## src/rtl/uart_tx.sv

```systemverilog
// UART transmitter: start bit, LSB-first data, optional parity, stop bit; bit time = prescale clk cycles.
// Parity support is built only when UART_TX_PARITY_EN is defined; otherwise par_en/par_typ are ignored.
module uart_tx #(
  parameter int unsigned frame_data    = 8,
  parameter int unsigned sampling_bits = 6,
  parameter int unsigned bit_cnt_w     = 4
) (
  input  logic                     clk,
  input  logic                     rst,
  input  logic [frame_data-1:0]    p_data,
  input  logic                     data_valid,
  input  logic                     par_en,
  input  logic                     par_typ,
  input  logic [sampling_bits-1:0] prescale,
  output logic                     tx_out,
  output logic                     busy
);

  localparam logic [bit_cnt_w-1:0] last_bit = bit_cnt_w'(frame_data - 1);

  typedef enum logic [2:0] {
    IDLE   = 3'd0,
    START  = 3'd1,
    DATA   = 3'd2,
    PARITY = 3'd3,
    STOP   = 3'd4
  } state_t;

  state_t                   state_q, state_d;
  logic [sampling_bits-1:0] cnt_q, cnt_d;
  logic [bit_cnt_w-1:0]     bit_q, bit_d;
  logic [frame_data-1:0]    shift_q, shift_d;
  logic [sampling_bits-1:0] presc_q, presc_d;
  logic                     tx_q, tx_d;
  logic                     busy_q, busy_d;
  logic                     load_c;
  logic                     tick_c;
  logic [sampling_bits-1:0] last_cnt_c;

`ifdef UART_TX_PARITY_EN
  logic par_en_q;
  logic par_bit_q;
`else
  logic unused_parity_inputs;
  assign unused_parity_inputs = ^{par_en, par_typ};
`endif

  // A captured prescale of 0 behaves like 1: every cycle is the last of its bit.
  assign last_cnt_c = (presc_q == '0) ? '0 : presc_q - sampling_bits'(1);
  assign tick_c     = (cnt_q == last_cnt_c);

  // State, counters, shadow registers and registered line outputs.
  always_ff @(posedge clk or posedge rst) begin
    if (rst) begin
      state_q <= IDLE;
      cnt_q   <= '0;
      bit_q   <= '0;
      shift_q <= '0;
      presc_q <= '0;
      tx_q    <= 1'b1;
      busy_q  <= 1'b0;
    end else begin
      state_q <= state_d;
      cnt_q   <= cnt_d;
      bit_q   <= bit_d;
      shift_q <= shift_d;
      presc_q <= presc_d;
      tx_q    <= tx_d;
      busy_q  <= busy_d;
    end
  end

`ifdef UART_TX_PARITY_EN
  // Parity is resolved at capture so later input changes cannot disturb it.
  always_ff @(posedge clk or posedge rst) begin
    if (rst) begin
      par_en_q  <= 1'b0;
      par_bit_q <= 1'b0;
    end else if (load_c) begin
      par_en_q  <= par_en;
      par_bit_q <= (^p_data) ^ par_typ;
    end
  end
`endif

  // Next-state logic; line outputs are derived from the current state and registered.
  always_comb begin
    state_d = state_q;
    cnt_d   = cnt_q + sampling_bits'(1);
    bit_d   = bit_q;
    shift_d = shift_q;
    presc_d = presc_q;
    load_c  = 1'b0;
    tx_d    = 1'b1;
    busy_d  = 1'b1;

    case (state_q)
      IDLE: begin
        cnt_d  = '0;
        bit_d  = '0;
        busy_d = 1'b0;
        if (data_valid) begin
          load_c  = 1'b1;
          state_d = START;
        end
      end

      START: begin
        tx_d = 1'b0;
        if (tick_c) begin
          state_d = DATA;
          cnt_d   = '0;
        end
      end

      DATA: begin
        tx_d = shift_q[0];
        if (tick_c) begin
          cnt_d   = '0;
          shift_d = shift_q >> 1;
          if (bit_q == last_bit) begin
            bit_d = '0;
`ifdef UART_TX_PARITY_EN
            state_d = par_en_q ? PARITY : STOP;
`else
            state_d = STOP;
`endif
          end else begin
            bit_d = bit_q + bit_cnt_w'(1);
          end
        end
      end

`ifdef UART_TX_PARITY_EN
      PARITY: begin
        tx_d = par_bit_q;
        if (tick_c) begin
          state_d = STOP;
          cnt_d   = '0;
        end
      end
`endif

      STOP: begin
        tx_d = 1'b1;
        if (tick_c) begin
          cnt_d = '0;
          // A request in the final stop cycle chains straight into the next start bit.
          if (data_valid) begin
            load_c  = 1'b1;
            state_d = START;
          end else begin
            state_d = IDLE;
          end
        end
      end

      default: begin
        state_d = IDLE;
        cnt_d   = '0;
        bit_d   = '0;
        busy_d  = 1'b0;
      end
    endcase

    if (load_c) begin
      shift_d = p_data;
      presc_d = prescale;
      cnt_d   = '0;
      bit_d   = '0;
    end
  end

  assign tx_out = tx_q;
  assign busy   = busy_q;

endmodule

```

## config.mk

```make
export PLATFORM = sky130hd
export DESIGN_NAME = uart_tx
export DESIGN_NICKNAME = d
export VERILOG_FILES = /design/src/rtl/uart_tx.sv
export SDC_FILE = /design/constraint.sdc
export NUM_CORES = 1
export LEC_CHECK = 0
export BUFFER_PORTS_ARGS = -buffer_cell sky130_fd_sc_hd__buf_2
export CORE_ASPECT_RATIO = 0.7
export CORE_MARGIN = 2
export CORE_UTILIZATION = 45
export CTS_CLUSTER_SIZE = 10
export DETAILED_ROUTE_END_ITERATION = 7
export GPL_ROUTABILITY_DRIVEN = 0
export HOLD_SLACK_MARGIN = 0.15
export RECOVER_POWER = 25
export SLEW_MARGIN = 20
export SYNTH_ARGS = -nofsm -noshare
export SYNTH_HDL_FRONTEND = slang
export SYNTH_SLANG_ARGS = --single-unit
```

## constraint.sdc

```tcl
create_clock -name clk -period 5.4 [get_ports clk]
set_input_delay 0.54 -clock clk [delete_from_list [all_inputs] [get_ports clk]]
set_output_delay 0.54 -clock clk [all_outputs]
set_load 0.05 [all_outputs]
```

* Word level (Yosys, flattened, before mapping)
Cells that the tools add are included.
W data, S select, Z words.
** Cells by class
- Add/subtract/negate cells :: 3
- Equal/unequal tests :: 12
- Multiplexer cells :: 23
- Reductions and logical operators :: 9
** Operator list (number)
- $mux W6 :: 4
- $mux W8 :: 3
- $mux W3 :: 5
- $mux W4 :: 3
- $pmux W3 S4 :: 1
- $ne A2 B2 Y1 const B :: 5
- $pmux W4 S2 :: 1
- $add A6 B1 Y6 const B :: 1
- $eq A6 B6 Y1 :: 1
- $logic_not A6 Y1 :: 1
- $sub A6 B1 Y6 const B :: 1
- $reduce_and A5 Y1 :: 1
- $add A4 B1 Y4 const B :: 1
- $eq A4 B3 Y1 const B :: 1
- $mux W1 :: 4
- $pmux W1 S2 :: 2
- $reduce_and A2 Y1 :: 2
- $reduce_bool A2 Y1 :: 2
- $eq A3 B1 Y1 const B :: 1
- $eq A3 B2 Y1 const B :: 1
- $eq A3 B3 Y1 const B :: 1
- $logic_not A3 Y1 :: 1
- $ne A3 B3 Y1 const B :: 1
- $reduce_or A3 Y1 :: 1
- other kinds (2) :: 2
** Word-level totals
- Register bits :: 29
- Input port bits :: 19
- Output and inout port bits :: 2

* Logic depth before layout (Yosys ltp)
- Depth in word-level cells :: 7
- Mapped depth :: 11

* Least setup slack after synthesis
Ideal clock, no wire load.
- Path kind :: register to register
- Start point :: register presc_q[0]
- End point :: register presc_q[4]
- Library setup time :: 0.125 ns
- Data arrival time :: 2.717 ns
- Setup slack :: 2.558 ns
- Stages on the path, launching flop included :: 12
- Buffers on the path :: 2
- Cell sequence :: dfrtp_1 > inv_1 > ha_1 > nor3b_1 > mux2i_1 > xnor2_1 > a2111oi_4 > a21boi_2 > or2_1 > buf_6 > buf_8 > mux2_4
** Between the ends
- Word-level cells in the longest chain between the ends :: 5
- Elaborated cells on any way between the ends :: 6
** Ends and longest elaborated chain
- start: declaration :: line 33 : logic [sampling_bits-1:0] presc_q, presc_d;
- start signal: assignment :: line 67 : presc_q <= presc_d;
- $sub A6 B1 Y6 / $logic_not A6 Y1 (equally long branches) :: line 49 : assign last_cnt_c = (presc_q == '0) ? '0 : presc_q - sampling_bits'(1);
- $mux W6 * :: line 49
- $eq A6 B6 Y1 * :: line 50 : assign tick_c = (cnt_q == last_cnt_c);
- $mux W1 * :: line 146 : if (tick_c) begin
- $pmux W1 S2 * :: line 97 : case (state_q)
Mark *: on every way between the ends. The rest lies on a longest branch, timed or not.
A chain may end at the register's enable or synchronous reset.

* Worst setup path after layout
- Start point :: register presc_q[0]
- End point :: register shift_q[0]
** Between the ends
- Word-level cells in the longest chain between the ends :: 7
- Elaborated cells on any way between the ends :: 10
** Ends and longest elaborated chain
- $sub A6 B1 Y6 / $logic_not A6 Y1 (equally long branches) :: line 49
- $mux W6 * :: line 49
- $eq A6 B6 Y1 * :: line 50
- $mux W1 :: line 146
- $pmux W1 S2 :: line 97
- $reduce_bool A2 Y1 (no line)
- $reduce_and A2 Y1 (no line)
- end signal: assignment :: line 66 : shift_q <= shift_d;
- end: declaration :: line 32 : logic [frame_data-1:0] shift_q, shift_d;
Marked as above.

==> flow_summary.toml <==
[outcome]
outcome = "complete, no violations"

[sta]
skew_ps = 5.45
grt_setup_unrepaired = "false"
hold_viol = 0
finalCriticalPeriod_ps = 3320
tns_ps = 0
period_share_pct = 61.5
final-max-slew-violation-count = 0
timing.fmax_mhz = 301
tightest_slew_ps = 1050
setup_viol = 0
slew_headroom_pct = 30.1

[clock_network]
cts_buffers = 5
cts_root_buf = "clkbuf_8"
post_cts_buffers = 0
cts.sinks = 29
cts_resized = 0
clk_pin_slew_ps = 60
cts_tree = "done"
clockBufferDepth = 2
cts_max_level = 2
clock_latency_ps = 280
cts_hold_buf = 0

[route]
vias_per_cell = 5.26
drt-wirelength-per-cell_um = 12.8
dr_total_vias = 1178
drt_iter0_markers = 101
route.detailed.drc = 0
ant_nets = 0
first_pass_iters = 4
wirelength_mm = 2.87

[power_and_ir_drop]
p_total_mw = 1.00
p_leak_nw = 0.834
p_sw_share_pct = 38.6
p_seq_share_pct = 39.1
clock_power_share_pct = 17.4
peakVddDrop_mv = 0.250
switchingPower_mw = 0.388
power_density_nw_per_um2 = 531
combPwrFrac_pct = 43.5
intPower_mw = 0.616

[global_routing]
antenna_found_initial = 0
first_global_vias = 1098
grt_max_degree = 30
grt_use_met2_pct = 21.1
grt_pass1_wl_mm = 4.91
grt_use_total_pct = 14.8
grt_use_met3_pct = 5.07
globalRoute.busiestLayer = "met2"
grt-ovfl-total = 0
grtUsageMet1_pct = 20.5

[final_layout]
drive_above_1_share_pct = 29.9
final_cell_mix = "28 x dfrtp_1, 18 x buf_2, 14 x nor2_1"
final_common_cell = "dfrtp_1"
nets = 196
antenna_cells = 0
n_fill_cell = 343
syn2layout_area_growth_pct = 11.4

[floorplan]
io-pin-count = 21
dieWidth_um = 77.3
initial_core_util_pct = 47.6
die_y_um = 55.3
fp.dieArea_um2 = 4280
rows = 18
design.core.area_um2 = 3560

[critical_path]
path_max_fanout = 16
crit_slowest_cell = "or2_1"
path_class = "flop to flop"
crit_chain = "inv_1, ha_1, nor3b_1, mux2i_1, xnor2_1, a2111oi_4, a21boi_2, or2_1, mux2_4"
cp.arrival_ps = 3480
worstSetupStartpointType = "flop"
critPathRequiredTime_ps = 5560
critPathMaxStageDelay_ps = 530
worst_setup_path_end_kind = "flop"

[synthesis]
avgSynthCellArea_um2 = 10.9
synthesis.area_um2 = 1690
synth-seq-cells = 29
ys.warnings.count = 0
synth_cell_types = 46
syn-num-nets = 178
ys_seq_area_share_pct = 42.9
syn-instance-count = 156

[job]
drv_cap = 0

[place]
dp_hpwl_mm = 2.13
numPortBuffers = 18

[min_path]
hold_path.class = "input pin to flop"
==> cells by family after synthesis <==
| kind of cell | share of synthesized area, % |
|---|---|
| AOI/OAI and AO/OA | 11.7 |
| xor gates and xnor gates | 5.69 |
| adders and majority gates | 2.22 |
| buffers and inverters | 3.77 |
| DFF | 42.9 |
| muxes | 16.0 |
| and+or+nand+nor | 17.7 |
==> cells in the mapped netlist (all sizes together) <==
| master | instances | share of area (%) |
|---|---|---|
| dfrtp | 28 | 41 |
| mux2 | 20 | 15 |
| nor2 | 14 | 3.1 |
| nand2 | 12 | 2.7 |
| o21ai | 8 | 2.6 |
| nand3 | 7 | 2.4 |
| xnor2 | 6 | 3.1 |
| clkbuf | 5 | 1.1 |
| inv | 5 | 1.1 |
| xor2 | 5 | 2.6 |
| or3 | 4 | 1.5 |
| ha | 3 | 2.2 |
| nor3b | 3 | 1.3 |
| o211ai | 3 | 1.3 |
| a2111oi | 2 | 2.1 |
| a31o | 2 | 1.0 |
| a31oi | 2 | 0.74 |
| buf | 2 | 1.6 |
| mux2i | 2 | 1.2 |
| nand4 | 2 | 1.1 |
| nor2b | 2 | 0.74 |
| nor3 | 2 | 0.59 |
| or2 | 2 | 0.74 |
| a21boi | 1 | 0.66 |
| a21o | 1 | 0.44 |
| a21oi | 1 | 0.30 |
| a41oi | 1 | 0.52 |
| and2 | 1 | 0.37 |
| and3 | 1 | 0.37 |
| dfstp | 1 | 1.6 |
| nand2b | 1 | 0.37 |
| nand3b | 1 | 0.44 |
| nand4b | 1 | 0.52 |
| nor4 | 1 | 0.37 |
| o311ai | 1 | 1.6 |
| o31ai | 1 | 0.44 |
| or2b | 1 | 0.44 |
| or4 | 1 | 0.66 |
==> worst paths after layout <==
kind / start / to / slack (ps) / cells past startpoint
setup / recovery: presc_q[0] / shift_q[0] / 2080 / 9
hold / removal: prescale[5] / presc_q[5] / 490 / 2
setup reg to reg: presc_q[0] / shift_q[0] / 2080 / 9
hold reg to reg: bit_q[2] / bit_q[2] / 520 / 1
max in group asynchronous: rst / bit_q[2] / 4250 / 2
min in group asynchronous: rst / presc_q[0] / 510 / 2
==> critical path, delay by kind of cell, from the launching register on <==
family	cells	cell delay, ps
simple gates	2	970
mux	2	680
compound gates	2	670
flops	1	430
fa+ha+maj	1	220
xor+xnor	1	120
buf+inv	1	100
==> metal layers <==
metal	share of wire, %	vias to the layer above
met5	0	-
met4	1.7	0
met3	4.6	8
met2	42	24
met1	52	556
li1	-	590
==> cell type report <==
| cell class | instances | area (µm²) | area share, % |
|---|---|---|---|
| clock buffers | 7 | 86.3 | 4.57 |
| inverters | 5 | 18.8 | 0.994 |
| multi-input cells | 115 | 903 | 47.8 |
| flip-flops and latches | 29 | 727 | 38.5 |
| well taps | 50 | 62.6 | 3.31 |
| repair buffers | 18 | 90.1 | 4.77 |
==> power by group through the flow <==
stage	clock network, mW	registers (mW)	logic [mW]
floorplan	0	0.383	0.371
global placement	0	0.392	0.421
detailed placement	0	0.396	0.441
CTS	0.179	0.392	0.442
global route	0.192	0.405	0.481
finish	0.174	0.393	0.436
==> registers in the layout (all words and copies together) (netlist names) <==
signal,count
tx_out,1
cnt_q,6
bit_q,4
presc_q,6
busy,1
shift_q,8
state_q,3
==> stage by stage <==
step	hold slack (ps)	setup WS (ps)	cell area, µm²	cells	util (%)
floorplan	474	2560	1690	156	-
global placement	513	2130	1800	217	50.6
detailed placement	508	2080	1800	217	50.6
CTS	488	2070	1890	224	53.1
global route	487	1920	1890	224	53.1
finish	495	2080	1890	224	53.1
No activity file was read; power rests on OpenSTA's default activity.
